[src/rtl/mem_arbiter.sv]
// Round-robin arbiter sharing one single-port RAM between the instruction-fetch
// port and the load/store port. One transaction is in flight at a time.
module mem_arbiter #(
    parameter int ADDR_W = 32,
    parameter int DATA_W = 32,
    parameter int RD_LAT = 1
) (
    input  logic                clk,
    input  logic                rst,
    input  logic                if_req_valid,
    output logic                if_req_ready,
    input  logic [ADDR_W-1:0]   if_addr,
    output logic                if_rsp_valid,
    output logic [DATA_W-1:0]   if_rsp_data,
    input  logic                ls_req_valid,
    output logic                ls_req_ready,
    input  logic [ADDR_W-1:0]   ls_addr,
    input  logic                ls_wen,
    input  logic [DATA_W-1:0]   ls_wdata,
    input  logic [DATA_W/8-1:0] ls_wmask,
    output logic                ls_rsp_valid,
    output logic [DATA_W-1:0]   ls_rsp_data,
    output logic                ram_en,
    output logic                ram_wen,
    output logic [ADDR_W-1:0]   ram_addr,
    output logic [DATA_W-1:0]   ram_wdata,
    output logic [DATA_W/8-1:0] ram_wmask,
    input  logic [DATA_W-1:0]   ram_rdata
);
    localparam int MASK_W = DATA_W / 8;
    localparam logic [2:0] LAT = 3'(RD_LAT);

    typedef enum logic [1:0] {
        S_IDLE,
        S_ISSUE,
        S_WAIT,
        S_RESP
    } state_t;

    state_t              state_q, state_d;
    logic                owner_q, owner_d;        // 0 = IF, 1 = LS
    logic                last_ls_q, last_ls_d;    // last grant went to LS
    logic [ADDR_W-1:0]   addr_q, addr_d;
    logic                wen_q, wen_d;
    logic [DATA_W-1:0]   wdata_q, wdata_d;
    logic [MASK_W-1:0]   wmask_q, wmask_d;
    logic [2:0]          cnt_q, cnt_d;
    logic [DATA_W-1:0]   if_data_q, if_data_d;
    logic [DATA_W-1:0]   ls_data_q, ls_data_d;

    logic grant_if;
    logic grant_ls;

    // On a tie the port that did not win last time is granted.
    assign grant_if = if_req_valid & (~ls_req_valid | last_ls_q);
    assign grant_ls = ls_req_valid & (~if_req_valid | ~last_ls_q);

    // Readies are gated by rst so they read 0 while reset is held.
    assign if_req_ready = rst & (state_q == S_IDLE) & grant_if;
    assign ls_req_ready = rst & (state_q == S_IDLE) & grant_ls;

    always_comb begin
        state_d   = state_q;
        owner_d   = owner_q;
        last_ls_d = last_ls_q;
        addr_d    = addr_q;
        wen_d     = wen_q;
        wdata_d   = wdata_q;
        wmask_d   = wmask_q;
        cnt_d     = cnt_q;
        if_data_d = if_data_q;
        ls_data_d = ls_data_q;
        case (state_q)
            S_IDLE: begin
                if (if_req_valid && if_req_ready) begin
                    owner_d   = 1'b0;
                    addr_d    = if_addr;
                    wen_d     = 1'b0;
                    wmask_d   = '0;
                    last_ls_d = 1'b0;
                    state_d   = S_ISSUE;
                end else if (ls_req_valid && ls_req_ready) begin
                    owner_d   = 1'b1;
                    addr_d    = ls_addr;
                    wen_d     = ls_wen;
                    wdata_d   = ls_wdata;
                    wmask_d   = ls_wmask;
                    last_ls_d = 1'b1;
                    state_d   = S_ISSUE;
                end
            end
            S_ISSUE: begin
                if (wen_q) begin
                    ls_data_d = '0;
                    state_d   = S_RESP;
                end else begin
                    cnt_d   = 3'd1;
                    state_d = S_WAIT;
                end
            end
            S_WAIT: begin
                if (cnt_q == LAT) begin
                    if (owner_q) begin
                        ls_data_d = ram_rdata;
                    end else begin
                        if_data_d = ram_rdata;
                    end
                    state_d = S_RESP;
                end else begin
                    cnt_d = cnt_q + 3'd1;
                end
            end
            S_RESP: begin
                state_d = S_IDLE;
            end
            default: begin
                state_d = S_IDLE;
            end
        endcase
    end

    always_ff @(posedge clk or negedge rst) begin
        if (!rst) begin
            state_q   <= S_IDLE;
            owner_q   <= 1'b0;
            last_ls_q <= 1'b1;
            addr_q    <= '0;
            wen_q     <= 1'b0;
            wdata_q   <= '0;
            wmask_q   <= '0;
            cnt_q     <= '0;
            if_data_q <= '0;
            ls_data_q <= '0;
        end else begin
            state_q   <= state_d;
            owner_q   <= owner_d;
            last_ls_q <= last_ls_d;
            addr_q    <= addr_d;
            wen_q     <= wen_d;
            wdata_q   <= wdata_d;
            wmask_q   <= wmask_d;
            cnt_q     <= cnt_d;
            if_data_q <= if_data_d;
            ls_data_q <= ls_data_d;
        end
    end

    assign ram_en       = (state_q == S_ISSUE);
    assign ram_wen      = ram_en & wen_q;
    assign ram_wmask    = ram_en ? wmask_q : '0;
    assign ram_addr     = addr_q & ~ADDR_W'(3);
    assign ram_wdata    = wdata_q;
    assign if_rsp_valid = (state_q == S_RESP) & ~owner_q;
    assign ls_rsp_valid = (state_q == S_RESP) & owner_q;
    assign if_rsp_data  = if_data_q;
    assign ls_rsp_data  = ls_data_q;

endmodule

[config.mk]
export PLATFORM = sky130hd
export DESIGN_NAME = mem_arbiter
export DESIGN_NICKNAME = d
export VERILOG_FILES = /design/src/rtl/mem_arbiter.sv
export SDC_FILE = /design/constraint.sdc
export NUM_CORES = 1
export LEC_CHECK = 0
export ABC_CLOCK_PERIOD_IN_PS = 2500
export CAP_MARGIN = 20
export CELL_PAD_IN_SITES_DETAIL_PLACEMENT = 1
export CELL_PAD_IN_SITES_GLOBAL_PLACEMENT = 1
export CORE_MARGIN = 2
export CORE_UTILIZATION = 46
export DETAILED_ROUTE_END_ITERATION = 12
export DONT_BUFFER_PORTS = 1
export MAX_ROUTING_LAYER = met4
export PLACE_DENSITY_LB_ADDON = 0.1
export SYNTH_ARGS = -nofsm -noshare
export SYNTH_HDL_FRONTEND = slang
export SYNTH_SLANG_ARGS = --single-unit
[constraint.sdc]
create_clock -name clk -period 2.5 [get_ports clk]
set_clock_uncertainty 0.15 [all_clocks]
set_input_delay 0.5 -clock clk [delete_from_list [all_inputs] [get_ports clk]]
set_output_delay 0.5 -clock clk [all_outputs]
set_load 0.03 [all_outputs]
* Yosys cells after proc, flatten, opt, wreduce, memory -nomap -nowiden *
Index checks and enable logic that the tools add are counted.

word-level totals
  register bits = 140
  logic and storage cells = 68
  output and inout port bits = 138

operators by class
  bitwise operators = 15
  mux-type cells = 21
  reductions and logical operators = 11
  add/subtract/negate cells = 1
  equality and inequality tests = 10

operators by type and width
  operator                                                         count
  32-bit two-way mux                                               5
  32-bit one-hot mux with 2 select lines                           1
  4-bit two-way mux                                                3
  3-bit AND reduction                                              3
  1-bit AND                                                        8
  2-bit != test, second input constant                             4
  2-bit one-hot mux with 4 select lines                            1
  2-bit two-way mux                                                3
  3-bit two-way mux                                                2
  3-bit one-hot mux with 2 select lines                            1
  1-bit two-way mux                                                5
  1-bit NOT                                                        5
  2-bit == test, second input constant                             2
  2-bit AND reduction                                              2
  4-bit AND reduction                                              1
  2-bit nonzero test                                               2
  3-bit by 1-bit adder with 3-bit output, second input constant    1
  3-bit by 1-bit == test with 1-bit output, second input constant  1
  3-bit by 1-bit != test with 1-bit output, second input constant  1
  2-bit by 1-bit == test with 1-bit output, second input constant  1
  1-bit logical AND                                                2
  2-bit logical NOT                                                1
  2-bit by 1-bit != test with 1-bit output, second input constant  1
  1-bit OR                                                         2

* Longest topological paths before layout *
Gate-level depths: netlist (run 1).

  depth after elaboration = 8
  depth in mapped cells = 10
  depth with buffers taken out = 7

* Least setup slack after synthesis (run 1) *
Ideal clock, no wire load.

  path type = reg2out
  start = reg state_q[0]
  end = out ls_req_ready
  cell stages (with the launch flop) = 8
  slack = 0.497 ns
  arrival = 1.353 ns
  required time = 1.850 ns
  cell sequence = dfrtp_1 inv_1 ha_1 and2_1 buf_4 nand3_4 inv_2 buf_2

on the way
  longest elaborated chain between the ends = 3

RTL lines
  item                    line  text
  from (decl)             40    state_t state_q, state_d;
  from (signal assigned)  135   state_q <= state_d;
  2-bit logical NOT       60    assign ls_req_ready = rst & (state_q == S_IDLE) & grant_ls;
  1-bit AND (2 in a row)  60
  to (decl)               16    output logic ls_req_ready,

No other way between the ends.

* Worst setup path after layout (run 1) *
  start = reg state_q[1]
  end = out ram_wmask[1]

on the way
  longest elaborated chain between the ends = 2

RTL lines
  item                                      line  text
  2-bit by 1-bit == test with 1-bit output  148   assign ram_en = (state_q == S_ISSUE);
  4-bit two-way mux                         150   assign ram_wmask = ram_en ? wmask_q : '0;
  to (decl)                                 27    output logic [DATA_W/8-1:0] ram_wmask,

No other way between the ends.

==> flow_metrics.env, run 1 <==
export IMPL_status="finished with violations"
export IMPL_violations="negative hold slack"
export IMPL_io_buffers=0
export IMPL_tritoncts="yes"
export IMPL_timing_final_max_slew_violations=0
export IMPL_top_cells_by_area_synth="sky130_fd_sc_hd__dfrtp_1 (59%), sky130_fd_sc_hd__nand2_1 (13%), sky130_fd_sc_hd__a21oi_1 (5.4%)"
export IMPL_dieHeight_um=117
export IMPL_finalSetupTns_ns=0
export IMPL_antenna_violations_before_repair=0
export IMPL_post_route_drc_count=0
export IMPL_total_via_count_after_detailed_routing=4023
export IMPL_worst_setup_path_type="flip-flop to primary output"
export IMPL_drive_above_1_share_pct=14.2
export IMPL_rsz_0062_raised_after_global_routing="false"
export IMPL_n_fill_cell=1413
export IMPL_power_static_leakage_nw=3.11
export IMPL_relSlewSlack_pct=56.2
export IMPL_antenna_cells=0
export IMPL_numPlacedInstances=726
export IMPL_endpoint_kind="primary output"
export IMPL_worstMarginPinSlew_ns=0.656
export IMPL_cts_hold_repair_buffers=1
export IMPL_final_non_filler_cell_area_um2=6550
export IMPL_final_core_utilization_pct=52.3
export IMPL_globalRouteOverflowTotal=0
export IMPL_chain_of_cells_forming_the_critical_path="inv_1 -> ha_1 -> buf_4 -> and2_1"
export IMPL_period_share_pct=95.0
export IMPL_first_global_vias=4255
export IMPL_synthesis_instances=578
export IMPL_r2r_worst_path_cells=7
export IMPL_area_occupied_by_registers_um2=3460
export IMPL_cap_viol_max_count=0
export IMPL_worst_ir_drop_vdd_mv=0.681
export IMPL_fp_dieArea_um2=13600
export IMPL_critical_path_slowest_cell="sky130_fd_sc_hd__dfrtp_1"
export IMPL_cellPowerDensity_nw_per_um2=1710
export IMPL_yosys_warnings=0
export IMPL_cts_root_buf="sky130_fd_sc_hd__clkbuf_16"
export IMPL_fin_nets=717
export IMPL_largest_net_degree_at_the_start_of_global_routing=140
export IMPL_post_synth_instance_area_um2=5840
export IMPL_drt_wirelength_per_cell_um=19.3
export IMPL_setup_viol=0
export IMPL_startpoint_type="flip-flop"
export IMPL_average_size_of_a_mapped_cell_um2=10.1
export IMPL_htreeDepth=4
export IMPL_timing_hold_violations_final=138
export IMPL_clk_transition_reported_paths_ns=0.06
export IMPL_die_width_um=117
export IMPL_hold_path_class="primary input to asynchronous set/reset pin"
export IMPL_initialDrtViolationCount=277
export IMPL_synth_yosys_seq_area_share_pct=59.1
export IMPL_start_util_pct=46.7
export IMPL_dpl_cell_area_um2=5960
export IMPL_ys_ff_latch=138
export IMPL_timing_critical_path_arrival_ns=1.72
export IMPL_ctsLongestPathBuffers=2
export IMPL_synth_top_cell_by_area="sky130_fd_sc_hd__dfrtp_1"
export IMPL_io_pins=275
export IMPL_numCtsBuffers=17
export IMPL_worstSkewPairLatency_ns=0.41
export IMPL_num_rows=41
export IMPL_post_route_min_period_ns=2.37
export IMPL_synth_top_cell_area_share_pct=58.7
export IMPL_finalWeightedCongestion=0.785
export IMPL_dp_final_hpwl_mm=10.3
export IMPL_dr_pass1_iters=4
export IMPL_routed_wirelength_mm=14.6
export IMPL_first_pass_grt_wire_length_mm=21.8
export IMPL_crit_fanout=5
export IMPL_post_route_hold_slack_ns=-0.372
export IMPL_longest_individual_stage_delay_on_the_worst_path_ns=0.42
export IMPL_core_um2=12500
export IMPL_cts_sinks=138
export IMPL_multi_input_area_um2=2150
export IMPL_drt_vias_per_instance=5.31
export IMPL_non_filler_instance_count_after_layout=758
export IMPL_track_usage_pct=21.9
export IMPL_synth_lib_cells_used_distinct=35
export IMPL_postCtsSetupRepairBufs=0
export IMPL_drtAntennaViolNets=0
export IMPL_max_freq_mhz=421
export IMPL_data_required_time_of_the_worst_path_ns=1.85
export IMPL_layout_area_overhead_vs_synth_pct=12.0
-- placed cells by master (no fill, tap or decap), types with 2 or more instances in the layout --
cell type                    count
sky130_fd_sc_hd__a21oi_1        63
sky130_fd_sc_hd__a22o_1          7
sky130_fd_sc_hd__a31oi_1         2
sky130_fd_sc_hd__and2_1          5
sky130_fd_sc_hd__buf_12          3
sky130_fd_sc_hd__buf_4           8
sky130_fd_sc_hd__bufinv_16       2
sky130_fd_sc_hd__clkbuf_1        4
sky130_fd_sc_hd__clkbuf_16      17
sky130_fd_sc_hd__clkbuf_8        2
sky130_fd_sc_hd__clkinv_2        5
sky130_fd_sc_hd__clkinvlp_4      2
sky130_fd_sc_hd__conb_1          2
sky130_fd_sc_hd__dfrtp_1       136
sky130_fd_sc_hd__ha_1            6
sky130_fd_sc_hd__inv_1           5
sky130_fd_sc_hd__mux2_2         13
sky130_fd_sc_hd__mux2_4         20
sky130_fd_sc_hd__nand2_1       197
sky130_fd_sc_hd__nand3_4         2
sky130_fd_sc_hd__nor2_1         32
sky130_fd_sc_hd__o21ai_0        25
sky130_fd_sc_hd__o21ai_1         8
sky130_fd_sc_hd__o22ai_1         2
-- registers in the layout (all words and copies together), names as in the netlist --
name         count
ram_wdata       32
last_ls_q        1
owner_q          1
wen_q            1
addr_q          30
wmask_q          4
cnt_q            3
if_rsp_data     32
ls_rsp_data     32
state_q          2
-- Yosys cell counts --
cell type                    n
sky130_fd_sc_hd__nand3b_1    1
sky130_fd_sc_hd__inv_2       2
sky130_fd_sc_hd__mux2i_1     1
sky130_fd_sc_hd__nand3_1     1
sky130_fd_sc_hd__ha_1        6
sky130_fd_sc_hd__nor2b_1     1
sky130_fd_sc_hd__o21a_1      1
sky130_fd_sc_hd__o22ai_1     2
sky130_fd_sc_hd__a31oi_1     2
sky130_fd_sc_hd__buf_6       5
sky130_fd_sc_hd__nand2b_4    1
sky130_fd_sc_hd__a21oi_1    63
sky130_fd_sc_hd__conb_1      1
sky130_fd_sc_hd__a22o_1      7
sky130_fd_sc_hd__buf_4       8
sky130_fd_sc_hd__nor2_1     32
sky130_fd_sc_hd__o21ai_1     8
sky130_fd_sc_hd__mux2_4     20
sky130_fd_sc_hd__and2_1      6
sky130_fd_sc_hd__o21ai_0    25
sky130_fd_sc_hd__buf_2      14
sky130_fd_sc_hd__nand3_4     2
sky130_fd_sc_hd__a21boi_2    1
sky130_fd_sc_hd__nand4_1     1
sky130_fd_sc_hd__dfrtp_1   137
sky130_fd_sc_hd__nand2_1   197
sky130_fd_sc_hd__dfstp_2     1
sky130_fd_sc_hd__nand2b_1    1
sky130_fd_sc_hd__clkbuf_1    9
sky130_fd_sc_hd__o21ai_2     1
sky130_fd_sc_hd__mux2_2     13
sky130_fd_sc_hd__o22a_1      1
sky130_fd_sc_hd__nor3b_4     1
sky130_fd_sc_hd__inv_1       5
sky130_fd_sc_hd__a21o_1      1
-- power breakdown --
part / internal (mW) / switching (mW) / total, mW
combinational: 1.19 / 1.45 / 2.64
sequential: 3.31 / 2.89 / 6.20
clock: 1.51 / 0.878 / 2.38
-- critical path: cells and delay by family, from the launching register on --
kind	cells	cell delay, ns
DFF	1	0.42
and+or+nand+nor	1	0.36
buffers and inverters	2	0.32
adders and majority gates	1	0.21
-- per-layer routing --
| layer | vias up | global-route usage (%) | part of all wire, % |
|---|---|---|---|
| li1 | 1865 | - | - |
| met1 | 1961 | 24.5 | 38 |
| met2 | 169 | 34.7 | 49 |
| met3 | 28 | 9.81 | 11 |
| met4 | 0 | 8.24 | 2.4 |
| met5 | - | - | 0 |
-- layout make-up --
cell class / count / area share [%]
Clock inverter: 8 / 1.45
Timing Repair Buffer: 12 / 1.99
Tap cell: 172 / 3.29
Inverter: 7 / 0.497
Clock buffer: 23 / 7.15
Multi-Input combinational cell: 398 / 32.8
Sequential cell: 138 / 52.8
-- final timing paths --
| check | start | end | slack (ns) |
|---|---|---|---|
| min | rst | ram_wdata[22] | -0.37 |
| min reg2reg | wmask_q[2] | wmask_q[2] | 0.34 |
| max | state_q[1] | ram_wmask[1] | 0.13 |
| max reg2reg | state_q[0] | wmask_q[1] | 0.39 |
| min in group clk | ls_wdata[11] | ram_wdata[11] | 0.04 |
| max in group asynchronous | rst | last_ls_q | 2.26 |
-- logic make-up (layout without fill, tap and decap cells) --
group           after synthesis  count (layout)  share of synthesized area, %
simple gates                244             244                          17.0
flops                       138             138                          59.1
compound gates              112             112                          10.4
buf+inv                      43              50                          4.22
mux                          34              34                          7.82
fa+ha+maj                     6               6                          1.28
other cells                   1               2                        0.0642
-- timing repair --
| action | in CTS | in global routing |
|---|---|---|
| setup endpoints to repair | 2 | 2 |
| endpoints found under the hold margin | 139 | 138 |
| resized for setup | 2 | 3 |
-- metrics by stage --
| step | power, mW | setup slack [ns] |
|---|---|---|
| final | 11.2 | 0.126 |
| after global routing | 11.9 | 0.0266 |
| after CTS | 11.4 | 0.0282 |
| after detailed placement | 8.93 | 0.202 |
| after global placement | 8.72 | 0.387 |
| after floorplan | 8.16 | 0.497 |
(Power assumes the default switching activity.)
==> inputs of run 2 (changes only) <==
--- a/config.mk
+++ b/config.mk
@@ -9,6 +9,7 @@
 export CAP_MARGIN = 20
 export CELL_PAD_IN_SITES_DETAIL_PLACEMENT = 1
 export CELL_PAD_IN_SITES_GLOBAL_PLACEMENT = 1
+export CORE_ASPECT_RATIO = 1.2
 export CORE_MARGIN = 2
 export CORE_UTILIZATION = 46
 export DETAILED_ROUTE_END_ITERATION = 12
==> flow_metrics.env, run 2 (same netlist as run 1, synthesis figures left out) <==
export IMPL_startpoint_type="flip-flop"
export IMPL_crit_fanout=6
export IMPL_fin_nets=720
export IMPL_timing_reg2reg_setup_slack_ns=0.52
export IMPL_post_route_min_period_ns=2.36
export IMPL_final_core_utilization_pct=52.4
export IMPL_drive_above_1_share_pct=15.1
export IMPL_n_fill_cell=1399
export IMPL_postCtsSetupRepairBufs=0
export IMPL_dp_final_hpwl_mm=10.7
export IMPL_finalSetupTns_ns=0
export IMPL_die_width_um=107
export IMPL_worstSkewPairLatency_ns=0.40
export IMPL_io_pins=275
export IMPL_critical_path_top_delay_family="flip-flops"
export IMPL_dieHeight_um=127
export IMPL_worst_ir_drop_vdd_mv=0.771
export IMPL_violations="negative hold slack"
export IMPL_setup_viol=0
export IMPL_worst_path_stages=5
export IMPL_relSlewSlack_pct=55.1
export IMPL_longest_individual_stage_delay_on_the_worst_path_ns=0.44
export IMPL_post_route_hold_slack_ns=-0.365
export IMPL_status="finished with violations"
export IMPL_timing_hold_violations_final=138
export IMPL_track_usage_pct=23.0
export IMPL_initialDrtViolationCount=179
export IMPL_hold_path_class="primary input to asynchronous set/reset pin"
export IMPL_timing_critical_path_buf_inv=2
export IMPL_cellPowerDensity_nw_per_um2=1730
export IMPL_total_via_count_after_detailed_routing=4036
export IMPL_largest_net_degree_at_the_start_of_global_routing=140
export IMPL_antenna_violations_before_repair=0
export IMPL_first_pass_grt_wire_length_mm=23.2
export IMPL_core_um2=12600
export IMPL_post_route_drc_count=0
export IMPL_finalWeightedCongestion=0.750
export IMPL_power_static_leakage_nw=3.14
export IMPL_final_common_cell="sky130_fd_sc_hd__nand2_1"
export IMPL_ctsLongestPathBuffers=2
export IMPL_io_buffers=0
export IMPL_cts_root_buf="sky130_fd_sc_hd__clkbuf_16"
export IMPL_antenna_cells=0
export IMPL_layout_area_overhead_vs_synth_pct=12.6
export IMPL_timing_final_max_slew_violations=0
export IMPL_total_power_mw=11.4
export IMPL_final_setup_worst_slack_ns=0.136
export IMPL_timing_critical_path_from="state_q[0]"
export IMPL_htreeDepth=4
export IMPL_routed_wirelength_mm=15.1
export IMPL_r2r_start="state_q[0]"
export IMPL_critical_path_slowest_cell="sky130_fd_sc_hd__dfrtp_1"
export IMPL_drt_vias_per_instance=5.36
export IMPL_start_util_pct=46.5
export IMPL_cap_viol_max_count=0
export IMPL_cts_hold_repair_buffers=1
export IMPL_cts_sinks=138
export IMPL_chain_of_cells_forming_the_critical_path="inv_1 -> ha_1 -> and2_2 -> nand3_4 -> inv_2"
export IMPL_max_freq_mhz=423
export IMPL_most_common_layout_cells="sky130_fd_sc_hd__nand2_1 (197), sky130_fd_sc_hd__dfrtp_1 (137), sky130_fd_sc_hd__a21oi_1 (63), sky130_fd_sc_hd__nor2_1 (32), sky130_fd_sc_hd__o21ai_0 (25)"
export IMPL_data_required_time_of_the_worst_path_ns=1.85
export IMPL_num_rows=45
export IMPL_endpoint_kind="primary output"
export IMPL_worst_setup_path_type="flip-flop to primary output"
export IMPL_worstMarginPinSlew_ns=0.673
export IMPL_numCtsBuffers=17
export IMPL_drtAntennaViolNets=0
export IMPL_fp_dieArea_um2=13600
export IMPL_period_share_pct=94.6
export IMPL_dr_pass1_iters=4
export IMPL_tritoncts="yes"
export IMPL_globalRouteOverflowTotal=0
export IMPL_clk_transition_reported_paths_ns=0.06
export IMPL_r2r_worst_path_cells=8
export IMPL_rsz_0062_raised_after_global_routing="false"
export IMPL_worstSetupEndpoint="ls_req_ready"
export IMPL_drt_wirelength_per_cell_um=20.0
export IMPL_reg2reg_to="addr_q[17]"
export IMPL_first_global_vias=4311
export IMPL_place_worst_setup_slack_ns=0.309
export IMPL_timing_critical_path_arrival_ns=1.71
-- run 2: worst register-to-register path, cell delays in order, from the launching register on --
cell and delay [ns]:
sky130_fd_sc_hd__dfrtp_1 0.44, sky130_fd_sc_hd__inv_1 0.11, sky130_fd_sc_hd__ha_1 0.21, sky130_fd_sc_hd__and2_2 0.27
sky130_fd_sc_hd__nand3_4 0.11, sky130_fd_sc_hd__inv_4 0.17, sky130_fd_sc_hd__buf_4 0.22, sky130_fd_sc_hd__a21oi_1 0.08
sky130_fd_sc_hd__a21oi_1 0.16
-- run 2: worst min-delay path by stage --
stage / start / endpoint / slack [ns] / cells past startpoint
final: rst / ram_wdata[25] / -0.37 / 0
after global routing: rst / ram_wdata[25] / -0.39 / 0
after CTS: rst / ram_wdata[23] / -0.39 / 0
after detailed placement: rst / ram_wdata[23] / 0.06 / 0
after global placement: rst / ram_wdata[23] / 0.06 / 0
after floorplan: rst / addr_q[10] / 0.05 / 0
-- run 2: cell type report --
type,instances,area [um2],share of cell area [%]
Clock buffer,20,457,6.94
Inverter,7,28.8,0.437
Multi-Input combinational cell,398,2150,32.6
Clock inverter,11,146,2.22
Timing Repair Buffer,15,140,2.13
Sequential cell,138,3450,52.5
Tap cell,164,205,3.12
-- run 2: what timing repair did --
item / CTS / global route
endpoints found under the setup margin: 2 / 2
gates cloned: 0 / 0
endpoints found under the hold margin: 139 / 138
pin swaps: 0 / 0
gates resized for setup: 1 / 3
-- run 2: per-stage QoR --
step,hold slack [ns],cells,area [um2]
2_1_floorplan,0.0544,579,5850
3_3_place_gp,0.0571,721,5960
3_5_place_dp,0.0580,721,5960
4_1_cts,-0.389,753,6580
5_1_grt,-0.395,753,6580
6_report,-0.365,753,6580
-- run 2: power by group --
group          switching, mW  leakage, nW  internal [mW]  total, mW
sequential              2.88         1.69           3.31       6.19
clock                  0.921        0.292           1.61       2.54
combinational           1.47         1.16           1.20       2.67
total                   5.27         3.14           6.12       11.4
-- run 2: per-layer routing --
| layer | part of all wire [%] | GRT usage, % |
|---|---|---|
| met1 | 38 | 25.5 |
| met2 | 51 | 38.0 |
| met3 | 9.8 | 8.98 |
| met4 | 1.7 | 7.79 |
| met5 | 0 | - |
